### config.mk
export PLATFORM = sky130hd
export DESIGN_NAME = sqrt_datapath_flat
export DESIGN_NICKNAME = d
export VERILOG_FILES = /design/src/rtl/sqrt_pkg.sv /design/src/rtl/sqrt_datapath_if.sv /design/src/rtl/sqrt_compare.sv /design/src/rtl/sqrt_datapath.sv /design/src/flat_wrapper.sv
export SDC_FILE = /design/constraint.sdc
export NUM_CORES = 1
export LEC_CHECK = 0
export ABC_AREA = 1
export CORE_UTILIZATION = 30
export CTS_BUF_LIST = sky130_fd_sc_hd__clkbuf_8 sky130_fd_sc_hd__clkbuf_16
export DETAILED_ROUTE_END_ITERATION = 12
export DONT_BUFFER_PORTS = 1
export PLACE_DENSITY = 0.53
export SLEW_MARGIN = 20
export SYNTH_ARGS = -nofsm -noshare
export SYNTH_HDL_FRONTEND = slang
export SYNTH_SLANG_ARGS = --single-unit
### constraint.sdc
create_clock -name clk -period 1.85 [get_ports clk]
set_input_delay 0.4625 -clock clk [delete_from_list [all_inputs] [get_ports clk]]
set_output_delay 0.4625 -clock clk [all_outputs]
set_load 0.1 [all_outputs]
### src/rtl/sqrt_pkg.sv
// Shared encodings for the iterative square-root datapath and its control FSM.
package sqrt_pkg;

  typedef enum logic [1:0] {
    FLAG_DONE = 2'b00,
    FLAG_EQ   = 2'b01,
    FLAG_LT   = 2'b10,
    FLAG_RSVD = 2'b11
  } flag_e;

  localparam logic SEL_INIT = 1'b0;
  localparam logic SEL_ITER = 1'b1;

endpackage

### src/rtl/sqrt_datapath_if.sv
// Strobe/flag bundle between the square-root control FSM (master) and datapath (slave).
interface sqrt_datapath_if #(
  parameter int WIDTH = 8
);
  localparam int RW = WIDTH / 2;

  logic [WIDTH-1:0] x_i;
  logic             boot_i;
  logic             muxes_i;
  logic             wr_root_i;
  logic             wr_square_i;
  logic             root_i;
  logic             ready_i;
  logic [1:0]       N_o;
  logic [RW-1:0]    root_o;
  logic             valid_o;

  modport master (
    output x_i, boot_i, muxes_i, wr_root_i, wr_square_i, root_i, ready_i,
    input  N_o, root_o, valid_o
  );

  modport slave (
    input  x_i, boot_i, muxes_i, wr_root_i, wr_square_i, root_i, ready_i,
    output N_o, root_o, valid_o
  );

endinterface

### src/rtl/sqrt_compare.sv
// Pure comparator: relates the running square (root+1)^2 to the radicand.
module sqrt_compare
  import sqrt_pkg::*;
#(
  parameter int WIDTH = 8
) (
  input  logic [WIDTH+1:0] i_sq,
  input  logic [WIDTH-1:0] i_x,
  input  logic             i_ovf,
  output flag_e            o_flag
);

  logic [WIDTH+1:0] w_x_ext;

  assign w_x_ext = {2'b00, i_x};

  // A root that has run past RW bits can only mean the loop overshot; report done.
  always_comb begin
    o_flag = FLAG_LT;
    if (i_ovf)                o_flag = FLAG_DONE;
    else if (i_sq > w_x_ext)  o_flag = FLAG_DONE;
    else if (i_sq == w_x_ext) o_flag = FLAG_EQ;
  end

endmodule

### src/rtl/sqrt_datapath.sv
// Odd-number accumulation square root: root counts up while (root+1)^2 <= x.
module sqrt_datapath
  import sqrt_pkg::*;
#(
  parameter int WIDTH = 8
) (
  input logic            clk,
  input logic            rst_n,
  sqrt_datapath_if.slave bus
);

  localparam int RW = WIDTH / 2;

  if (WIDTH < 2 || (WIDTH % 2) != 0) begin : g_bad_width
    $error("sqrt_datapath: WIDTH must be even and >= 2");
  end

  logic [WIDTH-1:0] r_x;
  logic [RW:0]      r_root;
  logic [WIDTH+1:0] r_sq;
  logic [RW-1:0]    r_res;
  logic             r_valid;

  logic [WIDTH+1:0] w_sq_next;
  logic [RW:0]      w_root_next;
  flag_e            w_flag;

  // (r+2)^2 = (r+1)^2 + 2r + 3, always formed from the pre-update root.
  assign w_sq_next   = r_sq + {{(WIDTH - RW){1'b0}}, r_root, 1'b0} + (WIDTH + 2)'(3);
  assign w_root_next = r_root + {{RW{1'b0}}, bus.root_i};

  sqrt_compare #(
    .WIDTH (WIDTH)
  ) u_compare (
    .i_sq   (r_sq),
    .i_x    (r_x),
    .i_ovf  (r_root[RW]),
    .o_flag (w_flag)
  );

  always_ff @(posedge clk or negedge rst_n) begin
    if (!rst_n) begin
      r_x     <= '0;
      r_root  <= '0;
      r_sq    <= (WIDTH + 2)'(1);
      r_res   <= '0;
      r_valid <= 1'b0;
    end else if (bus.boot_i) begin
      r_x     <= bus.x_i;
      r_root  <= '0;
      r_sq    <= (WIDTH + 2)'(1);
      r_valid <= 1'b0;
    end else begin
      if (bus.wr_square_i)
        r_sq <= (bus.muxes_i == SEL_ITER) ? w_sq_next : (WIDTH + 2)'(1);
      if (bus.wr_root_i)
        r_root <= (bus.muxes_i == SEL_ITER) ? w_root_next : '0;
      if (bus.ready_i && w_flag == FLAG_DONE) begin
        r_res   <= r_root[RW-1:0];
        r_valid <= 1'b1;
      end
    end
  end

  assign bus.N_o     = w_flag;
  assign bus.root_o  = r_res;
  assign bus.valid_o = r_valid;

  // Selects may float while their enables are low, never while they are used.
  always @(posedge clk) begin
    if (rst_n && !bus.boot_i) begin
      if (bus.wr_root_i)
        assert (!$isunknown({bus.muxes_i, bus.root_i}));
      if (bus.wr_square_i)
        assert (!$isunknown(bus.muxes_i));
    end
    assert (w_flag != FLAG_RSVD);
  end

endmodule

### src/flat_wrapper.sv
// flat-port wrapper written by rule: the top's interface ports become plain ports
module sqrt_datapath_flat import sqrt_pkg::*;
#(
  parameter int WIDTH = 8
)
  (clk, rst_n, bus_x_i, bus_boot_i, bus_muxes_i, bus_wr_root_i, bus_wr_square_i, bus_root_i, bus_ready_i, bus_N_o, bus_root_o, bus_valid_o);
  sqrt_datapath_if #(.WIDTH(WIDTH)) bus_i ();
  input logic clk;
  input logic rst_n;
  input wire logic [$bits(bus_i.x_i)-1:0] bus_x_i;
  input wire logic [$bits(bus_i.boot_i)-1:0] bus_boot_i;
  input wire logic [$bits(bus_i.muxes_i)-1:0] bus_muxes_i;
  input wire logic [$bits(bus_i.wr_root_i)-1:0] bus_wr_root_i;
  input wire logic [$bits(bus_i.wr_square_i)-1:0] bus_wr_square_i;
  input wire logic [$bits(bus_i.root_i)-1:0] bus_root_i;
  input wire logic [$bits(bus_i.ready_i)-1:0] bus_ready_i;
  output wire logic [$bits(bus_i.N_o)-1:0] bus_N_o;
  output wire logic [$bits(bus_i.root_o)-1:0] bus_root_o;
  output wire logic [$bits(bus_i.valid_o)-1:0] bus_valid_o;
  assign bus_i.x_i = bus_x_i;
  assign bus_i.boot_i = bus_boot_i;
  assign bus_i.muxes_i = bus_muxes_i;
  assign bus_i.wr_root_i = bus_wr_root_i;
  assign bus_i.wr_square_i = bus_wr_square_i;
  assign bus_i.root_i = bus_root_i;
  assign bus_i.ready_i = bus_ready_i;
  assign bus_N_o = bus_i.N_o;
  assign bus_root_o = bus_i.root_o;
  assign bus_valid_o = bus_i.valid_o;
  sqrt_datapath #(.WIDTH(WIDTH)) u_core (.clk(clk), .rst_n(rst_n), .bus(bus_i));
endmodule
==> results of run 1 <==
-- power by group --
group / leakage, nW / switching, mW / internal, mW
Combinational: 0.882 / 0.292 / 0.235
Clock: 0.0357 / 0.200 / 0.290
Sequential: 0.372 / 0.0233 / 0.658
Total: 1.29 / 0.515 / 1.18
-- flip-flops by register name, summed over array words and instances, names as in the netlist --
name,cells
u_core.bus.root_o,4
u_core.r_root,5
u_core.bus.valid_o,1
u_core.r_sq,10
u_core.r_x,8
-- per-layer routing --
layer | routed length (um) | global-route usage | vias up
met1 | 2060 | 0.191 | 740
met4 | 41 | 0.0536 | 0
met3 | 123 | 0.0263 | 2
met2 | 2160 | 0.241 | 18
met5 | 0 | 0 | -
li1 | - | - | 813
-- area by class of cell --
type / instances / area, um^2
timing repair buffer: 34 / 313
tap: 72 / 90.1
inverter: 35 / 135
fill: 550 / 3150
clock buffer: 3 / 41.3
clock inverter: 1 / 30.0
multi-input combinational: 164 / 1220
sequential: 28 / 702
-- worst paths after layout --
path / start / depth (start not counted) / endpoint / slack (ps)
setup / recovery: u_core.r_sq[0] / 8 / bus_N_o[1] / -380
hold / removal: bus_boot_i / 1 / u_core.r_x[1] / 290
setup reg to reg: u_core.r_sq[2] / 10 / u_core.r_sq[9] / -60
hold reg to reg: u_core.bus.valid_o / 2 / u_core.bus.valid_o / 500
max in group asynchronous: rst_n / 2 / u_core.r_x[2] / 1080
min in group asynchronous: rst_n / 1 / u_core.r_sq[0] / 570
-- cells in the final DEF, fill, tap and decap left out, types with 2 or more instances in the layout --
cell type and n:
buf_6 4, nor2_1 7, dfrtp_1 27, nand3_2 4, ha_1 8, dlygate4sd3_1 2
ha_4 13, a21oi_1 7, o21ai_0 12, clkbuf_8 3, nand2_4 2, nand2_1 57
nor2_4 2, buf_4 25, nor2_2 6, buf_12 3, inv_2 10, nand2_2 9
or2_1 4, xor2_1 3, nand4_1 4, o21ai_1 4, inv_1 24, nand3_1 13
o22ai_1 2
-- metrics by stage --
step	TNS [ps]	power [mW]	instance area [um^2]	setup slack (ps)
2_1_floorplan	-1380	0.946	1830	-257
3_3_place_gp	-302	1.06	2130	-114
6_report	-761	1.70	2530	-380
4_1_cts	-1040	1.66	2410	-428
5_1_grt	-1210	1.80	2530	-455
3_5_place_dp	-417	1.07	2130	-106
-- cells by family after synthesis --
kind of cell    count (synthesis)
compound gates                 29
xor+xnor                        3
fa+ha+maj                      22
buf+inv                        37
flops                          28
simple gates                  110
-- timing repair --
action,4_1_cts,5_1_grt
pin swaps,19,14
buffers inserted,4,2
endpoints found under the setup margin,8,12
resized for setup,28,19
hold buffers,2,1
hold endpoints to repair,27,1
==> summary.md, run 1 <==
| Metric | Value |
|---|---|
| Synth area leader | dfrtp_1 |
| Status | finished with violations |
| GRT overflow | 0 |
| Die Height | 79.8 um |
| Element type at the critical path end | primary output |
| Min-delay worst type | primary input to flip-flop |
| Fin util | 0.445 |
| Antenna cell count | 0 |
| Post-Synth Simple-Gate Area | 0.280 |
| Slew Limit Fails | 0 |
| WHS | 288 ps |
| Die width | 79.8 um |
| Clk_skew | 10.4 ps |
| Xor and xnor area share after synthesis | 0.0145 |
| Total Wirelength | 4.39 mm |
| Crit path setup slack, layout | -380 ps |
| Failing checks | setup timing |
| Kind of critical path | flip-flop to primary output |
| CTS tree | done |
| Clk slew on worst S/H paths | 100 ps |
| Largest family of logic cells by synthesized area | simple AND/OR/NAND/NOR gates |
| Setup Viol. Count Final | 4 |
| Worst Setup Start Kind | flip-flop |
| Layout cells sized above 1 | 0.336 |
| Clk buf depth | 2 |
| Sequential share of the synthesized area | 0.387 |
| Final nets | 304 |
| Initial Util | 0.320 |
| Worst-Margin Slew | 345 ps |
| Fmax | 0.448 GHz |
| Top-area cell type share of the netlist area | 0.372 |
| DRC | 0 |
| Post-DP HPWL | 3.23 mm |
| Final Cycle Share | 1.21 |
| Mapped Avg Cell Area | 7.92 um^2 |
| Final hold viol count | 0 |
| Synthesized area | 1810 um^2 |
| Max_slew headroom | 0.770 |
| Crit path buf inv count | 3 |
| Core area | 5680 um^2 |
| Via density | 4.67 |
| Root Driver | clkbuf_8 |
| 1st-iter DRT viols | 63 |
| Adder-cell share of the synthesized area | 0.156 |
| #FFs+latches synth | 28 |
| CTS Buf Count | 3 |
| First-pass GRT wire length | 7.07 mm |
| Vias | 1573 |
| Critical Path Fanout Max | 2 |
| H-tree Lvls | 1 |
| WL/cell | 13.0 um |
| Initial antenna violation count | 0 |
| Vias in the first global route | 1556 |
| CP required | 1390 ps |
| Port buffer count | 0 |
| EDFF count, synth | 0 |
| Data arrival time of the critical path | 1770 ps |
| Global Route Usage Sum | 0.147 |
| DP Cell Count | 325 |
| Critical-path top delay cell | dfstp_2 |
| RSZ-0062 raised after global routing | true |
| Synthesis-to-finish area growth | 39.3% |
| Maximum vdd drop | 302 uV |
| Minimum clock period | 2230 ps |
| Cell family with most CP delay | flip-flops |
| I/O Pins | 23 |
| CTS Sinks | 28 |
| Crit path largest cell delay | 560 ps |
| CP Cell Sequence | inv_2 > ha_4 > nand2_2 > nor2_2 > nand3_2 > nand4_4 > clkinvlp_4 > buf_12 |
| Post-synth ARST share | 1.00 |
| Mux cell area share after synthesis | 0 |
| Die Area | 6360 um^2 |
| Synthesized Nets | 267 |
| Routed Antenna Nets | 0 |
| Final Non-Filler Cells | 337 |
| Yosys warning count | 0 |
| Largest net degree at the start of global routing | 28 |
| Pwr dens | 672 nW/um^2 |
| P_leak | 1.29 nW |
| Largest cells by area after synthesis | dfrtp_1, ha_1, nand2_1, inv_1, nand3_1 |
| Compound-Gate Fraction of Synth Area | 0.0855 |
| Unique cell type count in the Yosys netlist | 27 |
| Synth top cells by count | nand2_1, inv_1, dfrtp_1, ha_1, nand3_1 |
| Gpl congestion | 0.786 |
| Max-cap violations | 0 |
| Worst-skew pair later-pin latency | 280 ps |
| Synth Instances | 229 |
| Count leader, synth | nand2_1 |
| Most used DFF post-synth | dfrtp_1 |
| Rows | 27 |
| 1st-pass router iterations | 5 |
(Power assumes the default switching activity.)
==> run 2: changes to the inputs <==
==> constraint.sdc (replaced) <==
create_clock -name clk -period 1.85 [get_ports clk]
set_input_delay 0.4625 -clock clk [delete_from_list [all_inputs] [get_ports clk]]
set_output_delay 0.4625 -clock clk [all_outputs]
set_load 0.005 [all_outputs]
==> summary.md, run 2 (synthesis results as in run 1) <==
| Metric | Value |
|---|---|
| Footprint of the multi-input gates | 1190 um^2 |
| Initial Util | 0.320 |
| Crit path setup slack, layout | -167 ps |
| Failing checks | setup timing |
| Fin util | 0.419 |
| Element type at the critical path end | primary output |
| Largest reg by FF count | u_core.r_sq |
| Clk buf depth | 2 |
| DRC | 0 |
| Dpl ws | -48.7 ps |
| Max-cap violations | 0 |
| Max_slew headroom | 0.726 |
| CP required | 1390 ps |
| DP Cell Count | 312 |
| Setup Viol. Count Final | 5 |
| Kind of critical path | flip-flop to primary output |
| Final hold viol count | 0 |
| Flip-flop count of the largest register after layout | 10 |
| Worst-Margin Slew | 410 ps |
| Root Driver | clkbuf_8 |
| WL/cell | 14.1 um |
| Die Height | 79.8 um |
| RSZ-0062 raised after global routing | true |
| Critical Path Fanout Max | 2 |
| 1st-pass router iterations | 4 |
| Die Area | 6360 um^2 |
| Final nets | 291 |
| Routed Antenna Nets | 0 |
| Post-DP HPWL | 3.18 mm |
| Status | finished with violations |
| Via density | 4.66 |
| Final Non-Filler Cells | 324 |
| Worst-skew pair later-pin latency | 280 ps |
| First-pass GRT wire length | 7.01 mm |
| Maximum vdd drop | 320 uV |
| Vias | 1510 |
| 1st-iter DRT viols | 94 |
| Die width | 79.8 um |
| Seq. cell area | 703 um^2 |
| Most frequent cells in the layout | nand2_1, dfrtp_1, inv_1 |
| Final TNS setup | -425 ps |
| Core area | 5680 um^2 |
| Antenna cell count | 0 |
| Minimum clock period | 2020 ps |
| Layout cells sized above 1 | 0.290 |
| Clk slew on worst S/H paths | 100 ps |
| Slew Limit Fails | 0 |
| Final Cycle Share | 1.09 |
| Rows | 27 |
| Vias in the first global route | 1447 |
| P_leak | 1.18 nW |
| H-tree Lvls | 1 |
| Gpl congestion | 0.849 |
| Data arrival time of the critical path | 1550 ps |
| Total design power | 1.67 mW |
| Initial antenna violation count | 0 |
| CTS Sinks | 28 |
| Most common cell after layout, fill and taps aside | nand2_1 |
| Synthesis-to-finish area growth | 31.0% |
| Largest net degree at the start of global routing | 28 |
| Clk_skew | 7.07 ps |
| Min-delay worst type | primary input to flip-flop |
| Fmax | 0.496 GHz |
| GRT overflow | 0 |
| I/O Pins | 23 |
| Largest regs | u_core.r_sq x10, u_core.r_x x8, u_core.r_root x5 |
| CTS tree | done |
| Port buffer count | 0 |
| Global Route Usage Sum | 0.145 |
| Total Wirelength | 4.55 mm |
| Pwr dens | 704 nW/um^2 |
| CTS Buf Count | 3 |
| FILL cells | 550 |
| Worst Setup Start Kind | flip-flop |
## run 2: critical path, stage by stage, from the launching register on
cell,delay [ps]
dfstp_2,560
inv_2,50
ha_4,260
nand2_4,50
nor2_4,90
nand3_4,100
nor2_4,170
## run 2: final timing paths
check / start / end / slack (ps) / cells after the start
hold reg to reg: u_core.bus.root_o[0] / u_core.bus.root_o[0] / 510 / 2
max in group asynchronous: rst_n / u_core.r_sq[5] / 960 / 2
setup / recovery: u_core.r_sq[0] / bus_N_o[0] / -170 / 6
min in group asynchronous: rst_n / u_core.r_sq[0] / 690 / 1
hold / removal: bus_boot_i / u_core.r_x[2] / 290 / 1
setup reg to reg: u_core.r_sq[0] / u_core.r_sq[9] / -60 / 12
## run 2: layer usage
layer	wire length, um	global-route usage	part of all wire	up-vias
met1	2170	0.205	0.48	705
met4	43	0.0482	0.0094	0
met5	0	0	0	-
met2	2230	0.226	0.49	17
li1	-	-	-	786
met3	109	0.0206	0.024	2
## run 2: layout make-up
class / count / share of cell area
Multi-Input combinational cell: 164 / 0.501
Sequential cell: 28 / 0.296
Timing Repair Buffer: 21 / 0.0795
Inverter: 35 / 0.0553
Tap cell: 72 / 0.0379
Clock buffer: 3 / 0.0174
Clock inverter: 1 / 0.0126
## run 2: power by group
part	switching [mW]	internal, mW
Combinational	0.247	0.250
Clock	0.203	0.290
Sequential	0.0259	0.659
Total	0.475	1.20
## run 2: what timing repair did
item / 4_1_cts / 5_1_grt
resized for setup: 10 / 30
hold buffers: 2 / 0
setup endpoints to repair: 6 / 9
setup buffers: 2 / 4
hold endpoints to repair: 27 / 0
pin swaps: 7 / 14
cloned: 0 / 0
## run 2: per-stage QoR
stage,hold WS (ps),instance area (um^2)
5_1_grt,280,2380
2_1_floorplan,167,1820
3_5_place_dp,168,2010
3_3_place_gp,168,2010
4_1_cts,268,2160
6_report,289,2380
==> run 3: changes to the inputs <==
- CORE_UTILIZATION: 30 -> 40
- PLACE_DENSITY: 0.53 -> 0.64
==> summary.md, run 3 (synthesis results as in run 1) <==
| Metric | Value |
|---|---|
| Most frequent cells in the layout | nand2_1, dfrtp_1, inv_1 |
| Die width | 69.3 um |
| Final Non-Filler Cells | 304 |
| CTS Buf Count | 3 |
| Minimum clock period | 1980 ps |
| Slew Limit Fails | 0 |
| Vias in the first global route | 1499 |
| Worst-Margin Slew | 362 ps |
| Total Wirelength | 3.98 mm |
| Crit Reg-Reg Endpoint | u_core.r_sq[8] |
| Initial antenna violation count | 0 |
| Final hold viol count | 0 |
| First-pass GRT wire length | 6.82 mm |
| Layout cells sized above 1 | 0.298 |
| Max_slew headroom | 0.758 |
| Maximum vdd drop | 354 uV |
| Dpl ws | -71.6 ps |
| Fin util | 0.537 |
| Failing checks | setup timing |
| Largest net degree at the start of global routing | 28 |
| Root Driver | clkbuf_8 |
| Crit path setup slack, layout | -132 ps |
| Most common cell after layout, fill and taps aside | nand2_1 |
| Status | finished with violations |
| Setup Viol. Count Final | 4 |
| CTS tree | done |
| Post-route cell area | 2340 um^2 |
| DRC | 0 |
| Clk slew on worst S/H paths | 100 ps |
| Data arrival time of the critical path | 1520 ps |
| Clk_skew | 12.2 ps |
| Clk buf depth | 2 |
| WL/cell | 13.1 um |
| Die Area | 4810 um^2 |
| FILL cells | 377 |
| Die Height | 69.3 um |
| Origin of the critical flop-to-flop path | u_core.r_sq[5] |
| 1st-pass router iterations | 4 |
| Seq. cell area | 703 um^2 |
| Critical Path End | bus_N_o[1] |
| Gpl congestion | 0.837 |
| Cells on worst reg2reg path | 10 |
| Worst-skew pair later-pin latency | 280 ps |
| Port buffer count | 0 |
| RSZ-0062 raised after global routing | true |
| Initial Util | 0.417 |
| Footprint of the multi-input gates | 1180 um^2 |
| Global Route Usage Sum | 0.175 |
| Element type at the critical path end | primary output |
| Synthesis-to-finish area growth | 28.8% |
| Pwr dens | 685 nW/um^2 |
| Rows | 24 |
| GRT overflow | 0 |
| Largest regs | u_core.r_sq x10, u_core.r_x x8, u_core.r_root x5 |
| Final Cycle Share | 1.07 |
| Final nets | 291 |
| I/O Pins | 23 |
| Vias | 1511 |
| Antenna cell count | 0 |
| Flip-flop count of the largest register after layout | 10 |
| P_leak | 1.19 nW |
| Routed Antenna Nets | 0 |
| Worst Setup Start Kind | flip-flop |
| Largest reg by FF count | u_core.r_sq |
| Max-cap violations | 0 |
| H-tree Lvls | 1 |
| Post-DP Area | 1960 um^2 |
| Min-delay worst type | primary input to flip-flop |
| CTS Sinks | 28 |
| Kind of critical path | flip-flop to primary output |
| 1st-iter DRT viols | 55 |
| DP Cell Count | 290 |
| Critical Path Fanout Max | 2 |
| Fmax | 0.504 GHz |
| Worst Setup SP | u_core.r_sq[0] |
| FF-to-FF setup slack | -30 ps |
| CP required | 1390 ps |
| Via density | 4.97 |
| Post-DP HPWL | 2.86 mm |
| Core area | 4350 um^2 |
[run 3: cell count changes in the layout (fill, tap and decap cells not counted), sizes merged]
| cell | delta |
|---|---|
| buf | -1 |
| dlygate4sd3 | +1 |
[run 3: metal layers]
| metal | track usage | vias up | routed length [um] |
|---|---|---|---|
| li1 | - | 789 | - |
| met1 | 0.246 | 696 | 1950 |
| met2 | 0.275 | 20 | 1860 |
| met3 | 0.0189 | 6 | 87 |
| met4 | 0.0726 | 0 | 81 |
| met5 | 0 | - | 0 |
[run 3: power by group]
part           internal (mW)  leakage (nW)  switching [mW]  total, mW
clock                  0.290        0.0357           0.195      0.485
combinational          0.207         0.783           0.224      0.430
sequential             0.659         0.370          0.0267      0.685
[run 3: worst min path at each step]
| stage | end | start | depth (start not counted) |
|---|---|---|---|
| after global routing | u_core.r_x[7] | bus_boot_i | 1 |
| final | u_core.r_x[2] | bus_boot_i | 1 |
| after global placement | u_core.r_sq[7] | rst_n | 0 |
| after detailed placement | u_core.r_sq[7] | rst_n | 0 |
| after floorplan | u_core.bus.root_o[0] | rst_n | 0 |
| after CTS | u_core.r_sq[0] | rst_n | 0 |
[run 3: worst max-delay path: stages (launching register included)]
cell and delay [ps]:
dfstp_2 550, inv_2 40, ha_4 260, nand2_4 50, nor2_4 90, nand3_4 100, nand4_4 110, inv_2 40
[run 3: area by class of cell]
cell class              count  area share
flip-flops and latches     28       0.301
clock inverters             1      0.0128
inverters                  35      0.0573
well taps                  52      0.0278
repair buffers             21      0.0766
multi-input cells         164       0.507
clock buffers               3      0.0177
[run 3: metrics by stage]
step	hold WS, ps	setup TNS [ps]	total power [mW]
6_report	279	-277	1.60
5_1_grt	277	-746	1.70
4_1_cts	8.35	-342	1.56
3_5_place_dp	168	-71.6	0.967
3_3_place_gp	168	-27.7	0.958
2_1_floorplan	167	-1.34	0.885
[run 3: what timing repair did]
item,4_1_cts,5_1_grt
hold endpoints to repair,27,1
hold buffers,2,1
gates resized for setup,20,23
pin swaps,10,19
endpoints found under the setup margin,4,8
buffers inserted,5,2
==> edit 1: new RTL, flow settings as in run 3 <==
`WIDTH` is set to 8 in 4 places; all go to 6.
--- a/src/rtl/sqrt_datapath_if.sv
+++ b/src/rtl/sqrt_datapath_if.sv
@@ -1,6 +1,6 @@
 // Strobe/flag bundle between the square-root control FSM (master) and datapath (slave).
 interface sqrt_datapath_if #(
-  parameter int WIDTH = 8
+  parameter int WIDTH = 6
 );
   localparam int RW = WIDTH / 2;
 
--- a/src/rtl/sqrt_compare.sv
+++ b/src/rtl/sqrt_compare.sv
@@ -2,7 +2,7 @@
 module sqrt_compare
   import sqrt_pkg::*;
 #(
-  parameter int WIDTH = 8
+  parameter int WIDTH = 6
 ) (
   input  logic [WIDTH+1:0] i_sq,
   input  logic [WIDTH-1:0] i_x,
--- a/src/rtl/sqrt_datapath.sv
+++ b/src/rtl/sqrt_datapath.sv
@@ -2,7 +2,7 @@
 module sqrt_datapath
   import sqrt_pkg::*;
 #(
-  parameter int WIDTH = 8
+  parameter int WIDTH = 6
 ) (
   input logic            clk,
   input logic            rst_n,
--- a/src/flat_wrapper.sv
+++ b/src/flat_wrapper.sv
@@ -1,7 +1,7 @@
 // flat-port wrapper written by rule: the top's interface ports become plain ports
 module sqrt_datapath_flat import sqrt_pkg::*;
 #(
-  parameter int WIDTH = 8
+  parameter int WIDTH = 6
 )
   (clk, rst_n, bus_x_i, bus_boot_i, bus_muxes_i, bus_wr_root_i, bus_wr_square_i, bus_root_i, bus_ready_i, bus_N_o, bus_root_o, bus_valid_o);
   sqrt_datapath_if #(.WIDTH(WIDTH)) bus_i ();
Interface: changed (resized bus_root_o and bus_x_i); port bits go from 23 to 20. The function was not compared with the original's and may differ.
==> edit 1 against run 3 <==
The run still ends with negative setup slack left. Die area is 20% lower. Critical path depth unchanged. Count of clock-buffer cells in the layout stayed put. Core utilization is 3.0 points lower. Setup slack better by 0.032 ns. Via count fell by 22%. Routed wire length shrank 25%. Power is 12% lower. First-iteration DRC count grew 24%. Non-clock buffer count down 7. Area after synthesis shrank 21%. Sequential cell count is 6 lower. Design area decreased by 26%. Critical path type unchanged.
==> edit 1: results (changes against run 3) <==
Max IR drop VDD: 0.000309 V (-13%)
outcome: finished, violations left
DR WL/cell: 12.1 µm (-7.2%)
failing checks: negative setup slack
Setup Viol. Count Final: 2 (-2)
largest net degree at the start of global routing: 22 (-21%)
worst r2r path cells: 12 (+2)
Synth area leaders: dfrtp_1 36%, ha_1 15%, nand2_1 14%, inv_1 7.8%, nand3_1 4.9%
Commonest cells post-synth: 52 x nand2_1, 30 x inv_1, 21 x dfrtp_1
first-pass GRT wire length: 4.51 mm (-34%)
RR Endpoint: u_core.r_sq[7]
share of cells above drive strength 1: 0.211 (-0.0866)
H-tree levels: 1 (unchanged)
DP HPWL: 2.25 mm (-22%)
synth unique cells: 24 (-11%)
routed vias/inst: 4.82 (-3.0%)
NumNets Final: 232 (-20%)
Fin Clk Skew: 0.00925 ns (-0.00293 ns)
syn nets: 214 (-20%)
Port-buffer cells: 0 (unchanged)
DRT iter0 DRCs: 68 (+24%)
final hold slack: 0.0156 ns (-0.263 ns)
reg2reg setup slack: 0.02 ns (+0.05 ns)
Placed Area: 1540 µm² (-21%)
GP Congestion: 0.764 (-8.8%)
Slew HR: 0.637 (-0.121)
min-delay worst type: in -> async
final worst-path setup slack: -0.100 ns (+0.0322 ns)
Critical Path End: bus_N_o[1]
Top Registers: u_core.r_sq x8, u_core.r_x x6, u_core.r_root x4
P_leak: 0.000963 µW (-19%)
TritonCTS buffer count: 3 (unchanged)
vias in the first global route: 1048 (-30%)
sequential area share after synthesis: 0.383 (-0.00408)
reg-to-reg startpoint: u_core.r_sq[1]
async set or reset register ratio after synthesis: 1.00 (unchanged)
## edit 1: changes by cell type after synthesis, sizes merged, moves of 2 or more
cell and delta:
nand2 -12, dfrtp -6, a21oi -5, nor2 -5
ha -4, o21ai -4, or2 -4, nand3 -2
## edit 1: cells by family after synthesis
group                    share of synthesized area
flip-flops                                   0.383
buffers and inverters                       0.0911
AO/OA/AOI/OAI                               0.0773
adder cells (fa/ha/maj)                      0.161
XOR/XNOR                                    0.0122
AND/OR/NAND/NOR                              0.275
## edit 1: power breakdown
group	internal [µW]	switching [µW]	total [µW]
logic	184	213	397
registers	526	25.5	552
clock network	290	172	462
total	1000	410	1410
## edit 1: metrics by stage
stage,power (µW),setup TNS (ns),setup slack [ns],util,cells
after global placement,832,0,0.0108,0.454,233
final,1410,-0.189,-0.100,0.507,245
after global routing,1490,-0.618,-0.152,0.507,245
after floorplan,760,0,0.0349,-,182
after CTS,1390,-0.252,-0.121,0.493,241
after detailed placement,847,-0.0868,-0.0537,0.454,233
## edit 1: cell type report
| cell class | instances | area, µm² |
|---|---|---|
| Clock inverter | 1 | 30.0 |
| Inverter | 34 | 128 |
| Sequential cell | 22 | 552 |
| Multi-Input combinational cell | 125 | 808 |
| Fill cell | 325 | 1670 |
| Tap cell | 46 | 57.6 |
| Clock buffer | 3 | 41.3 |
| Timing Repair Buffer | 14 | 103 |
## edit 1: metal layers
metal | GRT usage | vias to the layer above | part of all wire
met5 | 0 | - | 0
met1 | 0.216 | 547 | 0.47
met4 | 0.0857 | 0 | 0.021
met3 | 0.0311 | 5 | 0.031
met2 | 0.269 | 20 | 0.48
li1 | - | 609 | -
## edit 1: repair_timing
action,in CTS,in global routing
resized for setup,9,4
endpoints found under the setup margin,5,5
pin swaps,8,4
setup buffers,3,4
hold buffers,1,0
endpoints found under the hold margin,21,0
==> edit 2: new RTL, flow settings as in run 3 <==
Made on the original files. Make the reset (`rst_n`) synchronous in one clocked block.
--- a/src/rtl/sqrt_datapath.sv
+++ b/src/rtl/sqrt_datapath.sv
@@ -38,7 +38,7 @@
     .o_flag (w_flag)
   );
 
-  always_ff @(posedge clk or negedge rst_n) begin
+  always_ff @(posedge clk) begin
     if (!rst_n) begin
       r_x     <= '0;
       r_root  <= '0;
Check against the original RTL: differs if rst_n is asserted again (counterexample within 4 cycles, from zero or initial values and one cycle with rst_n low); with rst_n held inactive, the same outputs for 4 cycles.
==> edit 2 against run 3 <==
The run still ends with negative setup slack left. Design area down 8.4%. Non-clock buffer count down 9. Sequential cell count unchanged. Hold slack better by 0.018 ns. Critical path depth unchanged. Setup slack better by 0.12 ns. Area after synthesis down 5.1%. Cell count down 0.66%. Routed wire length down 5.5%. Fmax up 6.5%. Count of clock-buffer cells in the layout unchanged. Largest cell class unchanged.
Power is not compared: it rests on default switching activity, and its combinational part moved more than twofold at a synthesized area within 25%.
==> edit 2: results (changes against run 3) <==
GP Congestion: 0.801 (-4.3%)
Setup Viol. Count Final: 1 (-3)
Port-buffer cells: 0 (unchanged)
crit path launch: u_core.r_sq[1]
initial antenna violation count: 0 (unchanged)
Reg clk slew, reported paths: 0.10 ns (about the same)
Skew-Pair Late Insertion Delay: 0.28 ns (about the same)
diode count: 0 (unchanged)
first-pass GRT wire length: 5.75 mm (-16%)
outcome: finished, violations left
Slew HR: 0.642 (-0.116)
Worst Path Max Fanout: 2 (unchanged)
Fin Clk Skew: 0.00133 ns (-0.0108 ns)
Routed WL: 3.76 mm (-5.5%)
vias in the first global route: 1275 (-15%)
clock root buffer: clkbuf_8
Fillers: 381 (+1.1%)
largest net degree at the start of global routing: 21 (-25%)
sequential area share after synthesis: 0.326 (-0.0613)
Tot GR Track Use: 0.170 (-0.00522)
H-tree levels: 1 (unchanged)
clock buffer depth: 2 (unchanged)
synth unique cells: 25 (-7.4%)
Placed Area: 1830 µm² (-6.3%)
routed wl met3: 169 µm (+94%)
Top Registers: u_core.r_sq x10, u_core.r_x x8, u_core.r_root x5
Commonest cells post-synth: 46 x nand2_1, 45 x inv_1, 28 x dfxtp_1
DP HPWL: 2.67 mm (-6.6%)
leading area contributor after synthesis: dfxtp_1
wire length on met2: 1.81 mm (-2.6%)
setup TNS: -0.0120 ns (+0.265 ns)
P_leak: 0.000964 µW
Metal-1 WL: 1.74 mm (-11%)
via count: 1508 (-0.20%)
Synth area leaders: dfxtp_1 33%, ha_1 15%, nand2_1 10%, inv_1 9.8%, a21oi_1 7.6%
Worst EP arrival: 1.40 ns (-0.12 ns)
async set or reset register ratio after synthesis: 0 (-1.00)
failing checks: negative setup slack
DRT iter0 DRCs: 67 (+22%)
share of cells above drive strength 1: 0.266 (-0.0317)
final worst-path setup slack: -0.0120 ns (+0.120 ns)
reg-to-reg startpoint: u_core.r_root[0]
hold path startpoint: rst_n
drt first pass iters: 4 (unchanged)
syn nets: 277 (+3.7%)
Yosys warning count: 0 (unchanged)
==> edit 2: cell count changes in the layout (fill, tap and decap cells not counted), moves of 3 or more <==
cell / delta
a21oi_1: +18
buf_4: -6
dfrtp_1: -26
dfxtp_1: +19
dfxtp_2: +8
inv_1: +15
nand2_1: -19
nand3_1: -4
nand4_1: +4
nor2_1: +14
nor2_2: -7
o21ai_0: -3
or2_1: -4
==> edit 2: path summary, 6_finish.rpt <==
check	endpoint	slack, ns	cells after the start
hold / removal	u_core.bus.root_o[0]	0.30	2
hold reg to reg	u_core.r_x[2]	0.47	2
setup reg to reg	u_core.r_sq[9]	0.03	12
setup / recovery	bus_N_o[1]	-0.01	7
==> edit 2: repair_timing <==
| action | 4_1_cts | 5_1_grt |
|---|---|---|
| resized for setup | 19 | 22 |
| hold endpoints to repair | 0 | 0 |
| setup endpoints to repair | 4 | 7 |
| pin swaps | 9 | 11 |
| buffers inserted | 2 | 2 |
==> edit 2: cell families (layout without fill, tap and decap cells) <==
family | count (synthesis) | in the layout | synth area share
AO/OA/AOI/OAI | 41 | 41 | 0.126
XOR/XNOR | 1 | 1 | 0.00509
adder cells (fa/ha/maj) | 22 | 22 | 0.164
buffers and inverters | 52 | 65 | 0.116
flip-flops | 28 | 28 | 0.326
AND/OR/NAND/NOR | 95 | 95 | 0.264
==> edit 2: through the flow <==
stage	setup slack [ns]	instances
after CTS	-0.0385	300
after floorplan	0.00943	239
after global routing	-0.0738	302
after detailed placement	-0.0482	294
after global placement	-0.0298	294
final	-0.0120	302
==> edit 2: cell type report <==
| type | instances | area, µm² | share of cell area |
|---|---|---|---|
| clock buffer | 3 | 41.3 | 0.0193 |
| clock inverter | 1 | 30.0 | 0.0140 |
| inverter | 49 | 184 | 0.0859 |
| multi-input combinational | 159 | 1150 | 0.539 |
| sequential | 28 | 574 | 0.268 |
| tap | 50 | 62.6 | 0.0292 |
| timing repair buffer | 12 | 93.8 | 0.0438 |
==> edit 2: metal layers <==
| layer | GRT usage | vias to the layer above |
|---|---|---|
| met5 | 0 | - |
| met4 | 0.0319 | 0 |
| met3 | 0.0439 | 6 |
| met2 | 0.271 | 28 |
| met1 | 0.230 | 683 |
| li1 | - | 791 |
==> edit 2: critical path: stages, from the launching register on <==
cell and delay, ns:
dfxtp_2 0.34, buf_6 0.12, ha_4 0.28, nand2_4 0.06, nand3_2 0.08, nand3_2 0.09, nand3_4 0.10, inv_2 0.04
==> edit 2: power by group <==
part           total, µW  internal, µW  leakage (µW)  switching [µW]
sequential           631           621      0.000232            9.70
clock                491           290     0.0000357             201
combinational        189          78.9      0.000697             110
